===== src/rtl/usb_rx_if.sv =====
// usb_rx_if: line inputs, FIFO fill level and received-packet outputs of usb_rx.
//
// Handshake: store_rx_packet_data is a one-cycle valid strobe that
// qualifies rx_packet_data. There is no ready signal. The receiver only
// raises the strobe while buffer_occupancy is below 64, and it drops the
// byte otherwise. rx_packet is a one-cycle event code that is 0 when idle.
interface usb_rx_if;
    logic       dplus_in;
    logic       dminus_in;
    logic [6:0] buffer_occupancy;
    logic [2:0] rx_packet;
    logic       rx_transfer_active;
    logic       store_rx_packet_data;
    logic [7:0] rx_packet_data;

    // Receiver side
    modport slave (
        input  dplus_in,
        input  dminus_in,
        input  buffer_occupancy,
        output rx_packet,
        output rx_transfer_active,
        output store_rx_packet_data,
        output rx_packet_data
    );

    // Line driver / FIFO side
    modport master (
        output dplus_in,
        output dminus_in,
        output buffer_occupancy,
        input  rx_packet,
        input  rx_transfer_active,
        input  store_rx_packet_data,
        input  rx_packet_data
    );
endinterface


===== src/rtl/usb_rx.sv =====
// usb_rx: USB full-speed style packet receiver. 8 clk per bit. The inputs
// pass through 2-flop synchronizers. A D+ edge-locked bit timer samples each
// bit in the middle, the samples are NRZI-decoded, and bytes are assembled
// LSB first.
// Packets: SYNC(80), PID (3C DATA / 2D ACK / A5 NAK), payload, EOP.
// The last two payload bytes are CRC and are never stored.
// Optional macro USB_RX_PID_CHECK_EN: when defined, the receiver rejects
// any PID whose high nibble is not the complement of its low nibble.
// state_dbg exposes the FSM state.
module usb_rx (
    input  logic       clk,
    input  logic       rst,
    usb_rx_if.slave    bus,
    output logic [2:0] state_dbg
);
    localparam logic [2:0] ST_IDLE    = 3'd0;
    localparam logic [2:0] ST_SYNC    = 3'd1;
    localparam logic [2:0] ST_PID     = 3'd2;
    localparam logic [2:0] ST_PAYLOAD = 3'd3;
    localparam logic [2:0] ST_EOP     = 3'd4;
    localparam logic [2:0] ST_ERR     = 3'd5;

    localparam logic [1:0] LINE_J   = 2'b10;
    localparam logic [1:0] LINE_K   = 2'b01;
    localparam logic [1:0] LINE_SE0 = 2'b00;

    localparam logic [2:0] CODE_NONE = 3'd0;
    localparam logic [2:0] CODE_DATA = 3'd1;
    localparam logic [2:0] CODE_ACK  = 3'd2;
    localparam logic [2:0] CODE_NAK  = 3'd3;
    localparam logic [2:0] CODE_ERR  = 3'd7;

    logic       dp_s1, dp_s2, dm_s1, dm_s2, dp_d;
    logic [2:0] bit_timer;
    logic [1:0] line;
    logic       dp_edge;
    logic       sample;
    logic [1:0] prev_line;
    logic       rx_bit;
    logic [7:0] shift;
    logic [7:0] next_byte;
    logic [2:0] bit_cnt;
    logic [7:0] hold0, hold1;
    logic [1:0] byte_cnt;
    logic [1:0] eop_cnt;
    logic [2:0] j_cnt;
    logic [2:0] pkt_code;
    logic       armed;
    logic       pid_ok;
    logic [2:0] state;

    assign line      = {dp_s2, dm_s2};
    assign dp_edge   = dp_s2 ^ dp_d;
    assign sample    = (bit_timer == 3'd3) && !dp_edge;
    assign rx_bit    = (line == prev_line);
    assign next_byte = {rx_bit, shift[7:1]};
    assign state_dbg = state;

`ifdef USB_RX_PID_CHECK_EN
    assign pid_ok = (next_byte[7:4] == ~next_byte[3:0]);
`else
    assign pid_ok = 1'b1;
`endif

    // Two-flop synchronizers plus a delayed D+ for edge detection; reset to J
    always_ff @(posedge clk or posedge rst) begin
        if (rst) begin
            dp_s1 <= 1'b1;
            dp_s2 <= 1'b1;
            dp_d  <= 1'b1;
            dm_s1 <= 1'b0;
            dm_s2 <= 1'b0;
        end else begin
            dp_s1 <= bus.dplus_in;
            dp_s2 <= dp_s1;
            dp_d  <= dp_s2;
            dm_s1 <= bus.dminus_in;
            dm_s2 <= dm_s1;
        end
    end

    // Bit timer: re-aligns on every D+ edge, free-runs modulo 8 otherwise
    always_ff @(posedge clk or posedge rst) begin
        if (rst) begin
            bit_timer <= 3'd0;
        end else if (dp_edge) begin
            bit_timer <= 3'd0;
        end else begin
            bit_timer <= bit_timer + 3'd1;
        end
    end

    // Packet FSM: decodes sampled bits, drives the store strobe and event codes
    always_ff @(posedge clk or posedge rst) begin
        if (rst) begin
            state                    <= ST_IDLE;
            prev_line                <= LINE_J;
            shift                    <= 8'h00;
            bit_cnt                  <= 3'd0;
            hold0                    <= 8'h00;
            hold1                    <= 8'h00;
            byte_cnt                 <= 2'd0;
            eop_cnt                  <= 2'd0;
            j_cnt                    <= 3'd0;
            pkt_code                 <= CODE_NONE;
            armed                    <= 1'b0;
            bus.rx_packet            <= CODE_NONE;
            bus.rx_transfer_active   <= 1'b0;
            bus.store_rx_packet_data <= 1'b0;
            bus.rx_packet_data       <= 8'h00;
        end else begin
            bus.rx_packet            <= CODE_NONE;
            bus.store_rx_packet_data <= 1'b0;
            if (sample) begin
                prev_line <= line;
            end

            case (state)
                ST_IDLE: begin
                    // Start only after a J has been seen, so reset never begins mid-packet
                    if (dp_edge && (line == LINE_K) && armed) begin
                        state                  <= ST_SYNC;
                        bus.rx_transfer_active <= 1'b1;
                        bit_cnt                <= 3'd0;
                        shift                  <= 8'h00;
                        byte_cnt               <= 2'd0;
                        eop_cnt                <= 2'd0;
                        armed                  <= 1'b0;
                    end else if (sample) begin
                        armed <= (line == LINE_J);
                    end
                end

                ST_SYNC, ST_PID, ST_PAYLOAD: begin
                    if (sample) begin
                        if (line == LINE_SE0) begin
                            // SE0 is legal only on a payload byte boundary
                            if ((state == ST_PAYLOAD) && (bit_cnt == 3'd0)) begin
                                state    <= ST_EOP;
                                eop_cnt  <= 2'd1;
                                pkt_code <= (byte_cnt == 2'd2) ? CODE_DATA : CODE_ERR;
                            end else begin
                                state         <= ST_ERR;
                                bus.rx_packet <= CODE_ERR;
                                j_cnt         <= 3'd0;
                            end
                        end else if ((line != LINE_J) && (line != LINE_K)) begin
                            state         <= ST_ERR;
                            bus.rx_packet <= CODE_ERR;
                            j_cnt         <= 3'd0;
                        end else begin
                            shift   <= next_byte;
                            bit_cnt <= bit_cnt + 3'd1;
                            if (bit_cnt == 3'd7) begin
                                if (state == ST_SYNC) begin
                                    if (next_byte == 8'h80) begin
                                        state <= ST_PID;
                                    end else begin
                                        state         <= ST_ERR;
                                        bus.rx_packet <= CODE_ERR;
                                        j_cnt         <= 3'd0;
                                    end
                                end else if (state == ST_PID) begin
                                    if (!pid_ok) begin
                                        state         <= ST_ERR;
                                        bus.rx_packet <= CODE_ERR;
                                        j_cnt         <= 3'd0;
                                    end else if (next_byte == 8'h3C) begin
                                        state    <= ST_PAYLOAD;
                                        byte_cnt <= 2'd0;
                                    end else if (next_byte == 8'h2D) begin
                                        state    <= ST_EOP;
                                        eop_cnt  <= 2'd0;
                                        pkt_code <= CODE_ACK;
                                    end else if (next_byte == 8'hA5) begin
                                        state    <= ST_EOP;
                                        eop_cnt  <= 2'd0;
                                        pkt_code <= CODE_NAK;
                                    end else begin
                                        state         <= ST_ERR;
                                        bus.rx_packet <= CODE_ERR;
                                        j_cnt         <= 3'd0;
                                    end
                                end else begin
                                    // Release the byte two behind; the final two stay as CRC
                                    if (byte_cnt == 2'd2) begin
                                        if (bus.buffer_occupancy == 7'd64) begin
                                            state         <= ST_ERR;
                                            bus.rx_packet <= CODE_ERR;
                                            j_cnt         <= 3'd0;
                                        end else begin
                                            bus.store_rx_packet_data <= 1'b1;
                                            bus.rx_packet_data       <= hold1;
                                        end
                                    end else begin
                                        byte_cnt <= byte_cnt + 2'd1;
                                    end
                                    hold1 <= hold0;
                                    hold0 <= next_byte;
                                end
                            end
                        end
                    end
                end

                ST_EOP: begin
                    // Expect SE0, SE0, then J
                    if (sample) begin
                        if ((eop_cnt != 2'd2) && (line == LINE_SE0)) begin
                            eop_cnt <= eop_cnt + 2'd1;
                        end else if ((eop_cnt == 2'd2) && (line == LINE_J)) begin
                            state                  <= ST_IDLE;
                            bus.rx_packet          <= pkt_code;
                            bus.rx_transfer_active <= 1'b0;
                            armed                  <= 1'b1;
                        end else begin
                            state         <= ST_ERR;
                            bus.rx_packet <= CODE_ERR;
                            j_cnt         <= 3'd0;
                        end
                    end
                end

                ST_ERR: begin
                    // Stay busy until the line has idled for 8 consecutive J bits
                    if (sample) begin
                        if (line == LINE_J) begin
                            if (j_cnt == 3'd7) begin
                                state                  <= ST_IDLE;
                                bus.rx_transfer_active <= 1'b0;
                                armed                  <= 1'b1;
                                j_cnt                  <= 3'd0;
                            end else begin
                                j_cnt <= j_cnt + 3'd1;
                            end
                        end else begin
                            j_cnt <= 3'd0;
                        end
                    end
                end

                default: begin
                    state                  <= ST_IDLE;
                    bus.rx_transfer_active <= 1'b0;
                end
            endcase
        end
    end
endmodule

===== src/flat_wrapper.sv =====
// flat-port wrapper written by rule: the top's interface ports become plain ports
module usb_rx_flat 
  (clk, rst, state_dbg, bus_dplus_in, bus_dminus_in, bus_buffer_occupancy, bus_rx_packet, bus_rx_transfer_active, bus_store_rx_packet_data, bus_rx_packet_data);
  usb_rx_if bus_i ();
  input  logic clk;
  input  logic rst;
  output logic [2:0] state_dbg;
  input wire logic [$bits(bus_i.dplus_in)-1:0] bus_dplus_in;
  input wire logic [$bits(bus_i.dminus_in)-1:0] bus_dminus_in;
  input wire logic [$bits(bus_i.buffer_occupancy)-1:0] bus_buffer_occupancy;
  output wire logic [$bits(bus_i.rx_packet)-1:0] bus_rx_packet;
  output wire logic [$bits(bus_i.rx_transfer_active)-1:0] bus_rx_transfer_active;
  output wire logic [$bits(bus_i.store_rx_packet_data)-1:0] bus_store_rx_packet_data;
  output wire logic [$bits(bus_i.rx_packet_data)-1:0] bus_rx_packet_data;
  assign bus_i.dplus_in = bus_dplus_in;
  assign bus_i.dminus_in = bus_dminus_in;
  assign bus_i.buffer_occupancy = bus_buffer_occupancy;
  assign bus_rx_packet = bus_i.rx_packet;
  assign bus_rx_transfer_active = bus_i.rx_transfer_active;
  assign bus_store_rx_packet_data = bus_i.store_rx_packet_data;
  assign bus_rx_packet_data = bus_i.rx_packet_data;
  usb_rx u_core (.clk(clk), .rst(rst), .bus(bus_i), .state_dbg(state_dbg));
endmodule

===== config.mk =====
export PLATFORM = sky130hd
export DESIGN_NAME = usb_rx_flat
export DESIGN_NICKNAME = d
export VERILOG_FILES = /design/src/rtl/usb_rx_if.sv /design/src/rtl/usb_rx.sv /design/src/flat_wrapper.sv
export SDC_FILE = /design/constraint.sdc
export NUM_CORES = 1
export LEC_CHECK = 0
export ABC_AREA = 1
export BUFFER_PORTS_ARGS = -buffer_cell sky130_fd_sc_hd__buf_2
export CAP_MARGIN = 20
export CORE_UTILIZATION = 59
export DETAILED_ROUTE_END_ITERATION = 8
export GPL_ROUTABILITY_DRIVEN = 0
export PLACE_DENSITY = 0.76
export SYNTH_ARGS = -nofsm -noshare
export SYNTH_HDL_FRONTEND = slang
export SYNTH_SLANG_ARGS = --single-unit

===== constraint.sdc =====
create_clock -name clk -period 2.8 [get_ports clk]
set_input_delay 0.7 -clock clk [delete_from_list [all_inputs] [get_ports clk]]
set_output_delay 0.7 -clock clk [all_outputs]
set_load 0.005 [all_outputs]

==> flow_summary_export.csv, run 1 <==
group,metric,value,unit
synthesis,synth-seq-cells,63,
synthesis,postSynthCellCount,403,
pwr,p_per_area,837,nW/um^2
global_routing,grt_max_degree,64,
synthesis,synth_xor_area_share,0,%
global_routing,antenna_found_initial,0,
critical_path,path_class,"register to register",
clocking,cts.repair.resized,0,
synthesis,synth_fa_ha_area_share,4.68,%
detailed_routing,drtIter0Drc,213,
synthesis,yosys.cell_types.count,28,
die,die_area,5730,um^2
synthesis,synthesis.nets,426,
die,std_cell_rows,26,
clocking,cts_buffer_depth,2,
global_routing,overflow,0,
timing,period_needed,2280,ps
layout,fin_util,69.8,%
clocking,h-tree-depth,3,
timing,skew,14.8,ps
clocking,clk_latency,340,ps
critical_path,cp-start-kind,"register",
synthesis,seq_area_frac_synth,49.3,%
critical_path,required,3050,ps
flow_run,cap_violations,0,
outcome,status,"completed",
timing,setup_viol,0,
detailed_routing,via_per_inst,5.30,
detailed_routing,drc_errors,0,
timing,tns,0,ps
die,die_w,75.7,um
layout,drive_gt1_share,18.2,%
timing,max_slew_margin,60.4,%
place,port_buffers,26,
clocking,cts-buffers-inserted,9,
timing,finalCritPeriodShare,81.5,%
pwr,peakVddDrop,0.000527,V
detailed_routing,antenna_left,0,
critical_path,cp_data_arrival_time,2540,ps
die,core_area,5170,um^2
layout,fin_nets,458,
global_routing,grt_pass1_wl,10800,um
layout,area_growth,12.5,%
timing,rsz0062_at_grt,"false",
clocking,tritoncts,"built",
die,dieHeight,75.7,um
synthesis,avgSynthCellArea,7.96,um^2
clocking,postCtsSetupRepairBufs,0,
critical_path,end_kind,"register",
timing,max_freq,438,MHz
synthesis,synth_area,3210,um^2
global_routing,globalRouteTotalUtil,25.6,%
critical_path,crit_fanout,14,
place,preCtsSetupSlack,562,ps
detailed_routing,wl,6440,um
clocking,clockRootBuffer,"clkbuf_8",
synthesis,synth_top_family_by_area,"simple AND/OR/NAND/NOR gates",
place,dp_hpwl,4550,um
hold_path,hp-class,"register to register",
timing,hold_violations,0,
synthesis,synth_compound_area_share,10.7,%
timing,layout_setup_ws,517,ps
die,start_util,62.0,%
clocking,cts.sinks,63,
timing,tightest_slew,594,ps
layout,antenna_cells,0,
detailed_routing,num_vias,2703,
detailed_routing,routedWlPerCell,12.6,um
pwr,leakagePower,1.86,nW
global_routing,grt_pass1_vias,2435,
timing,slew_viol_final,0,
synthesis,yosys_warnings,0,
clocking,path_clk_slew,70,ps
clocking,cts_hold_buf,0,
detailed_routing,first_pass_iters,5,
synthesis,synth_simple_gate_area_share,27.4,%
die,pin_count,27,
synthesis,synthMuxAreaShare,0,%
## critical path: stages, from the launching register on
cell     delay [ps]
dfstp_2         570
inv_2            70
ha_1            210
inv_2           140
nand2_1         160
inv_2           120
nand2_1          80
a21oi_2         490
nand2_2         200
o22ai_1         160
## state kept, by name (all words and copies together), names as in the netlist
signal and cells:
u_core.dp_s2 1, u_core.armed 1, u_core.bit_timer 3, u_core.hold0 8, u_core.bus.rx_transfer_active 1, u_core.pkt_code 3, u_core.eop_cnt 2, u_core.state_dbg 3
u_core.dp_s1 1, u_core.dp_d 1, u_core.prev_line 2, u_core.bus.rx_packet 3, u_core.bit_cnt 3, u_core.dm_s1 1, u_core.dm_s2 1, u_core.bus.rx_packet_data 8
u_core.hold1 8, u_core.byte_cnt 2, u_core.bus.store_rx_packet_data 1, u_core.j_cnt 3, u_core.shift 7
## layout by cell type, fill, tap and decap left out, types with 9 or more instances in the layout
cell type  netlist  final
nand2_1        109    109
dfrtp_1         59     59
buf_2            4     26
o21ai_1         21     21
inv_1           40     39
ha_1            12     12
clkbuf_8         0     10
inv_2           13     14
nor2_1          47     47
nand3_1         20     20
a21oi_1         11     11
o22ai_1          9      9
o21ai_0         13     13
## power by group
group / internal, mW / switching [mW]
logic: 0.342 / 0.770
clock network: 0.440 / 0.368
registers: 1.02 / 0.0801
## per-stage QoR
| step | total power, mW | instances | instance area, um^2 | hold WS, ps |
|---|---|---|---|---|
| floorplan | 1.98 | 403 | 3210 | 331 |
| global placement | 2.17 | 494 | 3400 | 335 |
| detailed placement | 2.20 | 494 | 3400 | 340 |
| CTS | 3.02 | 510 | 3610 | 355 |
| global route | 3.24 | 510 | 3610 | 367 |
| finish | 3.02 | 510 | 3610 | 352 |
## layout make-up
type,instances,area (um^2)
sequential,63,1580
multi-input combinational,279,1370
clock inverter,6,68.8
tap,70,87.6
clock buffer,10,138
timing repair buffer,28,158
inverter,54,203
fill,433,1560
## cells in the mapped netlist (all sizes together)
library cell	n	area, um^2
a21oi	14	81.3
a31oi	2	12.5
buf	7	50.1
clkinv	1	3.75
dfrtp	59	1480
dfstp	4	105
ha	12	150
inv	53	199
nand2	114	445
nand3	23	130
nand4	8	50.1
nor2	52	208
nor3	8	45.0
o211ai	1	7.51
o21a	1	7.51
o21ai	35	179
o22ai	9	56.3
## logic make-up (layout without fill, tap and decap cells)
family,count (synthesis),after routing
AND/OR/NAND/NOR,205,205
adder cells (fa/ha/maj),12,12
flip-flops,63,63
AO/OA/AOI/OAI,62,62
buffers and inverters,61,98
## final timing paths
path | from | endpoint | slack, ps | depth (start not counted)
max | u_core.dp_s2 | u_core.shift[3] | 520 | 9
min | u_core.dm_s1 | u_core.dm_s2 | 350 | 0
max reg2reg | u_core.dp_s2 | u_core.shift[3] | 520 | 9
min reg2reg | u_core.dm_s1 | u_core.dm_s2 | 350 | 0
max in group asynchronous | rst | u_core.dp_s2 | 2060 | 3
min in group asynchronous | rst | u_core.bus.rx_packet_data[7] | 410 | 3
## metal layers
layer | track usage (%) | routed length [um] | vias up
met5 | 0 | 0 | -
met4 | 15.0 | 157 | 0
met3 | 4.23 | 323 | 16
met2 | 37.6 | 2850 | 83
met1 | 35.8 | 3110 | 1244
li1 | - | - | 1360
(Power assumes the default switching activity.)
==> inputs of run 2 (changes only) <==
==> constraint.sdc (replaced) <==
create_clock -name clk -period 2.4 [get_ports clk]
set_input_delay 0.6 -clock clk [delete_from_list [all_inputs] [get_ports clk]]
set_output_delay 0.6 -clock clk [all_outputs]
set_load 0.005 [all_outputs]
==> flow_summary_export.csv, run 2 (synthesis gave the netlist of run 1 again) <==
group,metric,value,unit
outcome,status,"completed",
layout,fin_util,69.7,%
timing,finalCritPeriodShare,88.5,%
clocking,cts-buffers-inserted,9,
detailed_routing,via_per_inst,5.40,
global_routing,antenna_found_initial,0,
critical_path,cp-start-kind,"register",
layout,multiInputGateArea,1370,um^2
place,place_inst,495,
layout,ff_latch_area,1580,um^2
clocking,h-tree-depth,3,
global_routing,use_met3,6.75,%
layout,final_cell_mix,"nand2_1 (109), dfrtp_1 (59), nor2_1 (47), inv_1 (39), buf_2 (26)",
timing,skew,10.2,ps
clocking,tritoncts,"built",
critical_path,path_class,"register to register",
layout,fillerInstances,443,
hold_path,hp-class,"input port to async pin",
timing,max_slew_margin,77.1,%
layout,final_common_cell,"nand2_1",
die,die_w,75.7,um
global_routing,grt-busiest-layer,"met2",
pwr,power,3.53,mW
detailed_routing,antenna_left,0,
timing,tightest_slew,341,ps
die,start_util,62.0,%
place,dp_hpwl,4710,um
timing,slew_viol_final,0,
die,core_area,5170,um^2
detailed_routing,num_vias,2759,
clocking,cts_buffer_depth,2,
die,die_area,5730,um^2
global_routing,overflow,0,
critical_path,end_kind,"register",
timing,max_freq,471,MHz
layout,final_cells,511,
detailed_routing,routedWlPerCell,13.0,um
critical_path,cp_data_arrival_time,2340,ps
layout,antenna_cells,0,
clocking,cts_hold_buf,0,
global_routing,use_met2,39.6,%
clocking,postCtsSetupRepairBufs,0,
timing,period_needed,2120,ps
global_routing,globalRouteTotalUtil,26.0,%
timing,rsz0062_at_grt,"false",
global_routing,grt_pass1_wl,11000,um
timing,setup_viol,0,
clocking,clk_latency,340,ps
pwr,peakVddDrop,0.000595,V
detailed_routing,first_pass_iters,5,
clocking,path_clk_slew,80,ps
layout,drive_gt1_share,18.4,%
pwr,p_per_area,979,nW/um^2
detailed_routing,drc_errors,0,
timing,tns,0,ps
pwr,leakagePower,1.86,nW
die,dieHeight,75.7,um
flow_run,cap_violations,0,
global_routing,grt_max_degree,64,
detailed_routing,drtIter0Drc,252,
layout,fin_nets,459,
clocking,cts.sinks,63,
layout,area_growth,12.4,%
timing,whs,316,ps
die,pin_count,27,
global_routing,use_met1,35.4,%
critical_path,crit_fanout,9,
detailed_routing,wl,6640,um
place,port_buffers,26,
clocking,clockRootBuffer,"clkbuf_8",
die,std_cell_rows,26,
layout,reg_top3,"u_core.bus.rx_packet_data x8, u_core.hold0 x8, u_core.hold1 x8",
critical_path,required,2620,ps
timing,hold_violations,0,
clocking,cts.repair.resized,0,
global_routing,grt_pass1_vias,2502,
==> run 2: final timing paths <==
check	from	endpoint	slack, ps	cells after the start
worst min register to register	u_core.dp_s1	u_core.dp_s2	360	0
max in group asynchronous	rst	u_core.dp_s1	1770	3
worst max register to register	u_core.dp_s2	u_core.shift[7]	280	9
worst min-delay path	rst	u_core.bus.rx_packet_data[2]	320	3
min in group clk	u_core.dp_s1	u_core.dp_s2	360	0
worst max-delay path	u_core.dp_s2	u_core.shift[7]	280	9
==> run 2: final cells by class <==
cell class	count	share of cell area [%]
sequential	63	43.9
multi-input combinational	279	38.1
inverter	54	5.62
timing repair buffer	29	4.58
clock buffer	9	3.44
tap	70	2.43
clock inverter	7	1.98
==> run 2: worst max-delay path: stages, from the launching register on <==
cell     delay, ps
dfstp_2        570
inv_2           70
ha_1           220
inv_2          140
nand2_1        180
inv_2          120
nand2_1         80
a21oi_2        300
buf_4          230
o22ai_1         90
==> run 2: power by group <==
group	total (mW)	switching, mW	internal, mW
Clock	0.905	0.424	0.481
Combinational	1.34	0.920	0.416
Sequential	1.29	0.0965	1.19
Total	3.53	1.44	2.09
==> run 2: per-layer routing <==
metal  part of all wire, %  wire [um]
met1                    47       3110
met5                     0          0
met2                    45       2980
met4                   2.0        132
met3                   6.4        422
==> run 2: metrics by stage <==
stage / area, um^2 / setup slack, ps
3_3_place_gp: 3410 / 404
2_1_floorplan: 3210 / 237
5_1_grt: 3600 / 41.0
3_5_place_dp: 3410 / 307
6_report: 3600 / 277
4_1_cts: 3600 / 308
==> inputs of run 3 (changes only) <==
--- a/config.mk
+++ b/config.mk
@@ -8,7 +8,9 @@
 export ABC_AREA = 1
 export BUFFER_PORTS_ARGS = -buffer_cell sky130_fd_sc_hd__buf_2
 export CAP_MARGIN = 20
-export CORE_UTILIZATION = 59
+export CELL_PAD_IN_SITES_DETAIL_PLACEMENT = 0
+export CELL_PAD_IN_SITES_GLOBAL_PLACEMENT = 1
+export CORE_UTILIZATION = 44
 export DETAILED_ROUTE_END_ITERATION = 8
 export GPL_ROUTABILITY_DRIVEN = 0
 export PLACE_DENSITY = 0.76
==> flow_summary_export.csv, run 3 (synthesis gave the netlist of run 1 again) <==
group,metric,value,unit
detailed_routing,drc_errors,0,
die,dieHeight,87.4,um
detailed_routing,drtIter0Drc,183,
timing,hold_violations,0,
detailed_routing,first_pass_iters,4,
clocking,tritoncts,"built",
critical_path,required,2620,ps
critical_path,timing.rr.end,"u_core.bus.rx_packet_data[1]",
place,port_buffers,26,
layout,antenna_cells,0,
layout,ff_latch_area,1580,um^2
timing,max_freq,479,MHz
timing,max_slew_margin,58.4,%
global_routing,grt_pass1_wl,11500,um
critical_path,path_class,"register to register",
detailed_routing,routedWlPerCell,12.7,um
detailed_routing,wl,6800,um
global_routing,antenna_found_initial,0,
die,pin_count,27,
layout,fillerInstances,678,
detailed_routing,via_per_inst,4.93,
timing,slew_viol_final,0,
layout,fin_nets,459,
clocking,cts_buffer_depth,2,
die,die_w,87.4,um
timing,tightest_slew,624,ps
timing,skew,9.95,ps
critical_path,r2r_setup_slack,310,ps
critical_path,cp-start-kind,"register",
layout,final_common_cell,"nand2_1",
clocking,clockRootBuffer,"clkbuf_8",
die,die_area,7630,um^2
detailed_routing,antenna_left,0,
global_routing,grt_max_degree,37,
clocking,cts-buffers-inserted,9,
clocking,h-tree-depth,3,
clocking,cts.sinks,63,
layout,reg_top3,"u_core.bus.rx_packet_data x8, u_core.hold0 x8, u_core.hold1 x8",
timing,rsz0062_at_grt,"false",
pwr,peakVddDrop,0.000430,V
layout,final_cell_mix,"nand2_1 (109), dfrtp_1 (59), nor2_1 (47), inv_1 (39), buf_2 (26)",
outcome,status,"completed",
critical_path,cp_data_arrival_time,2310,ps
pwr,p_per_area,974,nW/um^2
critical_path,end_kind,"register",
place,dp_hpwl,5100,um
clocking,path_clk_slew,80,ps
clocking,cts.repair.resized,0,
pwr,leakagePower,1.86,nW
die,start_util,46.4,%
clocking,cts_hold_buf,0,
timing,setup_viol,0,
timing,finalCritPeriodShare,87.0,%
critical_path,r2r_cells,8,
timing,period_needed,2090,ps
critical_path,crit_fanout,16,
timing,tns,0,ps
die,core_area,6910,um^2
layout,drive_gt1_share,18.4,%
global_routing,globalRouteTotalUtil,20.0,%
layout,area_growth,13.7,%
global_routing,overflow,0,
critical_path,r2r_start,"u_core.dp_s2",
global_routing,grt_pass1_vias,2435,
detailed_routing,num_vias,2645,
clocking,clk_latency,340,ps
die,std_cell_rows,30,
layout,fin_util,52.8,%
clocking,postCtsSetupRepairBufs,0,
hold_path,hp-class,"input port to async pin",
layout,multiInputGateArea,1370,um^2
flow_run,cap_violations,0,
## run 3: changes by cell type in the layout (fill, tap and decap cells not counted)
cell / before / now
clkbuf_8: 9 / 10
clkinv_2: 3 / 1
clkinv_4: 2 / 1
clkinvlp_4: 0 / 2
## run 3: worst max-delay path by stage
stage / startpoint / endpoint / depth (start not counted)
floorplan: rst / u_core.armed / 1
detailed placement: u_core.dp_s2 / u_core.bus.rx_packet_data[1] / 8
global route: u_core.dp_s2 / u_core.bus.rx_packet_data[1] / 8
finish: u_core.dp_s2 / u_core.bus.rx_packet_data[1] / 8
global placement: u_core.dp_s2 / u_core.bus.rx_packet_data[1] / 8
CTS: u_core.dp_s2 / u_core.bus.rx_packet_data[1] / 8
## run 3: layer usage
layer / vias to the layer above / part of all wire, % / global-route usage (%)
li1: 1362 / - / -
met1: 1226 / 53 / 29.0
met2: 47 / 42 / 29.0
met3: 10 / 3.5 / 4.27
met4: 0 / 1.4 / 7.60
met5: - / 0 / 0
## run 3: area by class of cell
type,count,share of cell area (%)
Timing Repair Buffer,29,4.53
Multi-Input combinational cell,279,37.6
Clock buffer,10,3.77
Clock inverter,6,1.85
Tap cell,96,3.29
Inverter,54,5.56
Sequential cell,63,43.4
## run 3: worst max-delay path, stage by stage (launching register included)
cell and delay, ps:
dfstp_2 570, inv_2 70, ha_1 220, inv_2 140
nand2_1 180, nor2_1 240, nand3_2 320, nand2_1 150
o21ai_1 80
## run 3: where the power goes
group / switching, mW / internal (mW) / total, mW
Clock: 0.437 / 0.511 / 0.948
Combinational: 0.905 / 0.415 / 1.32
Sequential: 0.0922 / 1.19 / 1.28
Total: 1.43 / 2.12 / 3.55
## run 3: stage by stage
step	std cells	hold slack (ps)	instance area [um^2]	setup WS (ps)	power, mW
3_3_place_gp	521	337	3440	399	2.63
4_1_cts	537	338	3650	327	3.58
3_5_place_dp	521	341	3440	343	2.62
2_1_floorplan	403	331	3210	237	2.31
5_1_grt	537	332	3650	108	3.82
6_report	537	327	3650	312	3.55
